**src/rtl/seg_scan_driver.sv**
```systemverilog
// rtl/seg_scan_driver.sv - serial-loaded, double-buffered multi-colour segment/LED scan driver
// Optional macro BRIGHTNESS_EN: frame gains a trailing 4-bit brightness field that PWM-gates lit slots.
module seg_scan_driver #(
    parameter int SEGS     = 7,
    parameter int COLORS   = 2,
    parameter int LEDS     = 7,
    parameter int SCAN_DIV = 6
) (
    input  logic                        clk,
    input  logic                        rst_n,
    input  logic                        ser_clk,
    input  logic                        ser_data,
    input  logic                        ser_latch,
    output logic [COLORS*SEGS+LEDS-1:0] leds,
    output logic [$clog2(SEGS)-1:0]     seg_idx,
    output logic                        frame_ok,
    output logic                        frame_err
);
    localparam int PIX_W = COLORS*SEGS+LEDS;
`ifdef BRIGHTNESS_EN
    localparam int FRAME_W = PIX_W + 4;
    localparam logic [FRAME_W-1:0] ACT_RST = FRAME_W'(4'hF);
`else
    localparam int FRAME_W = PIX_W;
    localparam logic [FRAME_W-1:0] ACT_RST = '0;
`endif
    localparam int CNT_W = $clog2(FRAME_W+2);
    localparam int SEG_W = $clog2(SEGS);
    localparam int COL_W = (COLORS > 1) ? $clog2(COLORS) : 1;
    localparam int LID_W = (LEDS > 1) ? $clog2(LEDS) : 1;

    logic [2:0]         r_sclk_sync;
    logic [2:0]         r_latch_sync;
    logic [1:0]         r_data_sync;
    logic               w_sclk_rise;
    logic               w_latch_rise;

    logic [FRAME_W-1:0] r_sr;
    logic [FRAME_W-1:0] r_shadow;
    logic [FRAME_W-1:0] r_active;
    logic [CNT_W-1:0]   r_cnt;
    logic               r_pending;
    logic               r_ok;
    logic               r_err;
    logic [FRAME_W-1:0] w_sr_next;
    logic [CNT_W-1:0]   w_cnt_next;

    logic [SCAN_DIV-1:0] r_cyc;
    logic               r_blank;
    logic [COL_W-1:0]   r_col;
    logic [LID_W-1:0]   r_lid;
    logic [SEG_W-1:0]   r_seg;
    logic               w_slot_end;
    logic               w_blank_next;
    logic [COL_W-1:0]   w_col_next;
    logic [LID_W-1:0]   w_lid_next;
    logic [SEG_W-1:0]   w_seg_next;
    logic [SEGS-1:0]    w_seg_oh;
    logic [LEDS-1:0]    w_led_oh;
    logic [FRAME_W-1:0] w_act_next;
    logic [PIX_W-1:0]   w_mask;
    logic [PIX_W-1:0]   w_pattern;
    logic [PIX_W-1:0]   r_leds;

    assign w_sclk_rise  = r_sclk_sync[1] & ~r_sclk_sync[2];
    assign w_latch_rise = r_latch_sync[1] & ~r_latch_sync[2];
    // A shift edge coinciding with a latch edge is folded in before the count is judged.
    assign w_sr_next    = w_sclk_rise ? {r_sr[FRAME_W-2:0], r_data_sync[1]} : r_sr;
    assign w_cnt_next   = (w_sclk_rise && (r_cnt != CNT_W'(FRAME_W+1))) ? r_cnt + 1'b1 : r_cnt;

    assign w_slot_end   = &r_cyc;
    assign w_act_next   = (w_slot_end && r_pending) ? r_shadow : r_active;

    always_ff @(posedge clk or negedge rst_n) begin
        if (!rst_n) begin
            r_sclk_sync  <= '0;
            r_latch_sync <= '0;
            r_data_sync  <= '0;
            r_sr         <= '0;
            r_cnt        <= '0;
            r_shadow     <= '0;
            r_pending    <= 1'b0;
            r_ok         <= 1'b0;
            r_err        <= 1'b0;
        end else begin
            r_sclk_sync  <= {r_sclk_sync[1:0], ser_clk};
            r_latch_sync <= {r_latch_sync[1:0], ser_latch};
            r_data_sync  <= {r_data_sync[0], ser_data};
            r_sr         <= w_sr_next;
            r_ok         <= 1'b0;
            if (w_slot_end) begin
                r_pending <= 1'b0;
            end
            if (w_latch_rise) begin
                r_cnt <= '0;
                if (w_cnt_next == CNT_W'(FRAME_W)) begin
                    r_shadow  <= w_sr_next;
                    r_pending <= 1'b1;
                    r_ok      <= 1'b1;
                    r_err     <= 1'b0;
                end else begin
                    r_err <= 1'b1;
                end
            end else begin
                r_cnt <= w_cnt_next;
            end
        end
    end

    // Slot order per segment: plane COLORS-1 LEDs 0..LEDS-1, ..., plane 0, then one blank slot.
    always_comb begin
        w_blank_next = 1'b0;
        w_col_next   = r_col;
        w_lid_next   = r_lid;
        w_seg_next   = r_seg;
        if (r_blank) begin
            w_col_next = COL_W'(COLORS-1);
            w_lid_next = '0;
            w_seg_next = (r_seg == SEG_W'(SEGS-1)) ? '0 : r_seg + 1'b1;
        end else if (r_lid == LID_W'(LEDS-1)) begin
            w_lid_next = '0;
            if (r_col == '0) begin
                w_blank_next = 1'b1;
            end else begin
                w_col_next = r_col - 1'b1;
            end
        end else begin
            w_lid_next = r_lid + 1'b1;
        end
    end

    assign w_seg_oh = SEGS'(1) << w_seg_next;
    assign w_led_oh = LEDS'(1) << w_lid_next;

    always_comb begin
        w_mask = '0;
        for (int c = 0; c < COLORS; c++) begin
            if (w_col_next == COL_W'(c)) begin
                w_mask[LEDS + c*SEGS +: SEGS] = w_seg_oh;
            end
        end
        w_mask[LEDS-1:0] = w_led_oh;
        w_pattern = w_blank_next ? '0 : (w_act_next[FRAME_W-1 -: PIX_W] & w_mask);
    end

`ifdef BRIGHTNESS_EN
    localparam int ON_W = SCAN_DIV + 1;
    logic [PIX_W-1:0]    r_pattern;
    logic [SCAN_DIV-1:0] w_cyc_next;
    logic [ON_W-1:0]     w_on_len;

    assign w_cyc_next = r_cyc + 1'b1;
    assign w_on_len   = ON_W'({1'b0, w_act_next[3:0]} + 5'd1) << (SCAN_DIV-4);
`endif

    always_ff @(posedge clk or negedge rst_n) begin
        if (!rst_n) begin
            r_cyc    <= '0;
            r_blank  <= 1'b0;
            r_col    <= COL_W'(COLORS-1);
            r_lid    <= '0;
            r_seg    <= '0;
            r_active <= ACT_RST;
            r_leds   <= '0;
`ifdef BRIGHTNESS_EN
            r_pattern <= '0;
`endif
        end else begin
            r_cyc <= r_cyc + 1'b1;
            if (w_slot_end) begin
                r_blank  <= w_blank_next;
                r_col    <= w_col_next;
                r_lid    <= w_lid_next;
                r_seg    <= w_seg_next;
                r_active <= w_act_next;
            end
`ifdef BRIGHTNESS_EN
            if (w_slot_end) begin
                r_pattern <= w_pattern;
            end
            if ({1'b0, w_cyc_next} < w_on_len) begin
                r_leds <= w_slot_end ? w_pattern : r_pattern;
            end else begin
                r_leds <= '0;
            end
`else
            if (w_slot_end) begin
                r_leds <= w_pattern;
            end
`endif
        end
    end

    assign leds      = r_leds;
    assign seg_idx   = r_seg;
    assign frame_ok  = r_ok;
    assign frame_err = r_err;
endmodule
```
**config.mk**
```make
export PLATFORM = sky130hd
export DESIGN_NAME = seg_scan_driver
export DESIGN_NICKNAME = d
export VERILOG_FILES = /design/src/rtl/seg_scan_driver.sv
export SDC_FILE = /design/constraint.sdc
export NUM_CORES = 1
export LEC_CHECK = 0
export CAP_MARGIN = 0
export CORE_MARGIN = 3
export CORE_UTILIZATION = 55
export DETAILED_ROUTE_END_ITERATION = 10
export GPL_ROUTABILITY_DRIVEN = 0
export PLACE_DENSITY = 0.74
export RECOVER_POWER = 100
export SLEW_MARGIN = 20
export SYNTH_ARGS = -nofsm -noshare
export SYNTH_HDL_FRONTEND = slang
export SYNTH_SLANG_ARGS = --single-unit
```
**constraint.sdc**
```tcl
create_clock -name clk -period 2.4 [get_ports clk]
set_input_delay 0.48 -clock clk [delete_from_list [all_inputs] [get_ports clk]]
set_output_delay 0.48 -clock clk [all_outputs]
set_load 0.05 [all_outputs]
```
==> metrics <==
Setup-failing EPs final 0; Post-synth EDFFs 0; crit-path max FO 9; Cell Pwr Density 851.0 nW/µm²; hpwl dp 6.062 mm; grt ovf 0; Final #Nets 436; sequential fraction of the synthesis area 60.50%; DR WL/cell 17.38 µm; Rows 33; Cell Count, Final, Fillers Out 546; Setup Total Neg Slack 0 ns; Synth warnings 0; syn avg cell area 12.45 µm²; simple-gate portion of the synthesized area 13.63%; LEAKAGE 3.012 nW; Worst R2R Start r_cnt[0]; Final min period 2.324 ns; DP Area 5185 µm²; placed instance count 512; main combinational cell family by area after synthesis simple AND/OR/NAND/NOR gates; ys flop type dfrtp_1; relative slew slack 39.41%; Final Util 69.05%; Async SR Flop Fraction 100.0%; CP peak stage delay 0.85 ns; flops & latches, synth 114; fin. max-slew vios 0; vias in the first global route 3222; final hold vios 0; gr usage total 21.39%; CP Buf/Inv Count 1; die width 98.61 µm; DRT Pass-1 Iters 4; drt total wl 9.487 mm; met3 usage 5.874%; Post-synth top cells 113 x dfrtp_1, 76 x nand2_1, 23 x mux2_4, 15 x mux2_2, 14 x nor2_1; Max H-tree Level 4; largest net degree at the start of global routing 49; Clock Sinks 114; status completed; global-route wire length before repair 16.08 mm; compound-cell area share of the yosys netlist 7.374%; DIE HEIGHT 98.61 µm; Mapped Cells 379; critical path class flop to output port; post-synth cell types 47; Hold Path Class flop to flop; TritonCTS clock tree yes; Max IR drop VDD 611.6 µV; critical path arrival 1.84 ns; met2 Use GR 34.58%; Post-Synth Adder-Cell Area 0.7958%; Area contributors post-synth dfrtp_1 60%, mux2_4 7.3%, nand2_1 6.0%; HP Start r_sclk_sync[0]; crit path launch seg_idx[0]; CP Data Required Time 1.92 ns; Final Instance Area 5702 µm²; synthesized cell area 4717 µm²; # DRC 0; Period Utilization, post-route 96.82%; vias per cell 5.434; Clock Skews 0.007698 ns; worst slew pin tran 0.9089 ns; RSZ-0062 raised after global routing false; Initial Util 57.12%; worst setup slack after layout 0.07639 ns; total power 4.852 mW; top cell family by delay on the critical path buffers and inverters; Fillers 635; drt initial violations 152; Sequential Power Share 41.9%; TritonCTS Buffers 17; antenna violations before repair 0; area leader, netlist dfrtp_1; Reg clk slew, reported paths 0.06 ns; Inserted Diodes 0; WHS 0.3455 ns; dominant cell by count in the synthesized netlist dfrtp_1; Post-DRT Antenna Nets 0; area fraction of the dominant cell type after synthesis 59.95%; mux share of post-synthesis cell area 12.63%; DIE AREA 9724 µm²; max-cap viol count 0; switching power 1.091 mW; crit end category output port; fmax 430.4 MHz; core footprint 8258 µm²; Internal 3.761 mW; Placement Setup Slack -0.02831 ns; XOR/XNOR Fraction of Synth Area 1.857%; Max clock buf depth 2; proportion of layout cells with a drive suffix above 1 14.97%; Area Overhead vs Synth 20.88%; critical path cell sequence clkdlybuf4s50_1; Buffers on Ports 30; Clk pwr share 53.8%; Worst-Skew Late Latency 0.51 ns; CTS root buffer clkbuf_8; Worst path slowest cell clkdlybuf4s50_1; syn_nets 387; total number of vias 2967; startpoint types flop; met1 Usage GRT 27.26%; Top Usage Layer GRT met2; Ports 31; Sw Share 22.49%; Comb pwr share 4.3%
==> power groups by stage <==
stage	clock [mW]	sequential [mW]	combinational, mW
2_1_floorplan	0	2.06	0.113
6_report	2.61	2.03	0.209
3_5_place_dp	0	2.07	0.219
5_1_grt	2.75	2.04	0.241
3_3_place_gp	0	2.06	0.210
4_1_cts	2.65	2.03	0.224
==> final cells by class <==
type / count / area (µm²) / area share (%)
sequential: 114 / 2854 / 50.05
multi-input combinational: 237 / 1632 / 28.62
timing repair buffer: 50 / 432.9 / 7.593
clock buffer: 17 / 414.1 / 7.264
clock inverter: 15 / 207.7 / 3.643
tap: 105 / 131.4 / 2.304
inverter: 8 / 30.03 / 0.5267
==> placed cells by master (no fill, tap or decap), drive strengths merged, types with 4 or more instances in the layout <==
cell type / synthesis / layout
nor2: 14 / 14
nand3: 5 / 5
clkbuf: 13 / 26
mux2i: 7 / 7
inv: 8 / 10
buf: 7 / 12
xor2: 5 / 5
clkinv: 0 / 8
and2: 5 / 5
a32o: 4 / 4
dlygate4sd3: 0 / 27
nand2b: 5 / 5
mux2: 39 / 39
a21oi: 5 / 5
nor3: 4 / 4
bufinv: 0 / 4
o31ai: 8 / 8
nor2b: 7 / 7
nor4: 5 / 5
o21ai: 4 / 4
dfrtp: 113 / 113
a22o: 10 / 10
nand2: 77 / 77
xnor2: 5 / 5
==> final timing paths <==
check	slack (ns)	end	depth (start not counted)
min in group asynchronous	0.60	r_shadow[10]	2
max	0.08	seg_idx[0]	1
min reg2reg	0.35	r_sclk_sync[1]	0
max reg2reg	0.13	r_shadow[10]	8
min	0.35	r_sclk_sync[1]	0
max in group asynchronous	0.56	r_active[4]	3
==> metal layers <==
metal / wire length [µm] / part of all wire, %
met5: 0 / 0
met4: 183 / 1.9
met3: 414 / 4.4
met2: 4640 / 49
met1: 4249 / 45
==> repair_timing <==
item | 4_1_cts | 5_1_grt
pin swaps | 1 | 0
buffers inserted | 1 | 0
hold buffers | 1 | 0
setup endpoints to repair | 13 | 1
hold endpoints to repair | 32 | 0
resized for setup | 0 | 1
==> flip-flops by register name (all words and copies together) (netlist names) <==
register      flops
r_lid             3
r_data_sync       2
frame_ok          1
r_shadow         21
r_sr             21
r_pending         1
seg_idx           3
r_sclk_sync       3
r_col             1
r_cyc             6
leds             21
r_blank           1
frame_err         1
r_latch_sync      3
r_cnt             5
r_active         21
==> logic make-up after synthesis <==
| group | Yosys count |
|---|---|
| AO/OA/AOI/OAI | 43 |
| buffers and inverters | 28 |
| flip-flops | 114 |
| AND/OR/NAND/NOR | 135 |
| adder cells (fa/ha/maj) | 3 |
| XOR/XNOR | 10 |
| multiplexers | 46 |
(Power assumes the default switching activity.)
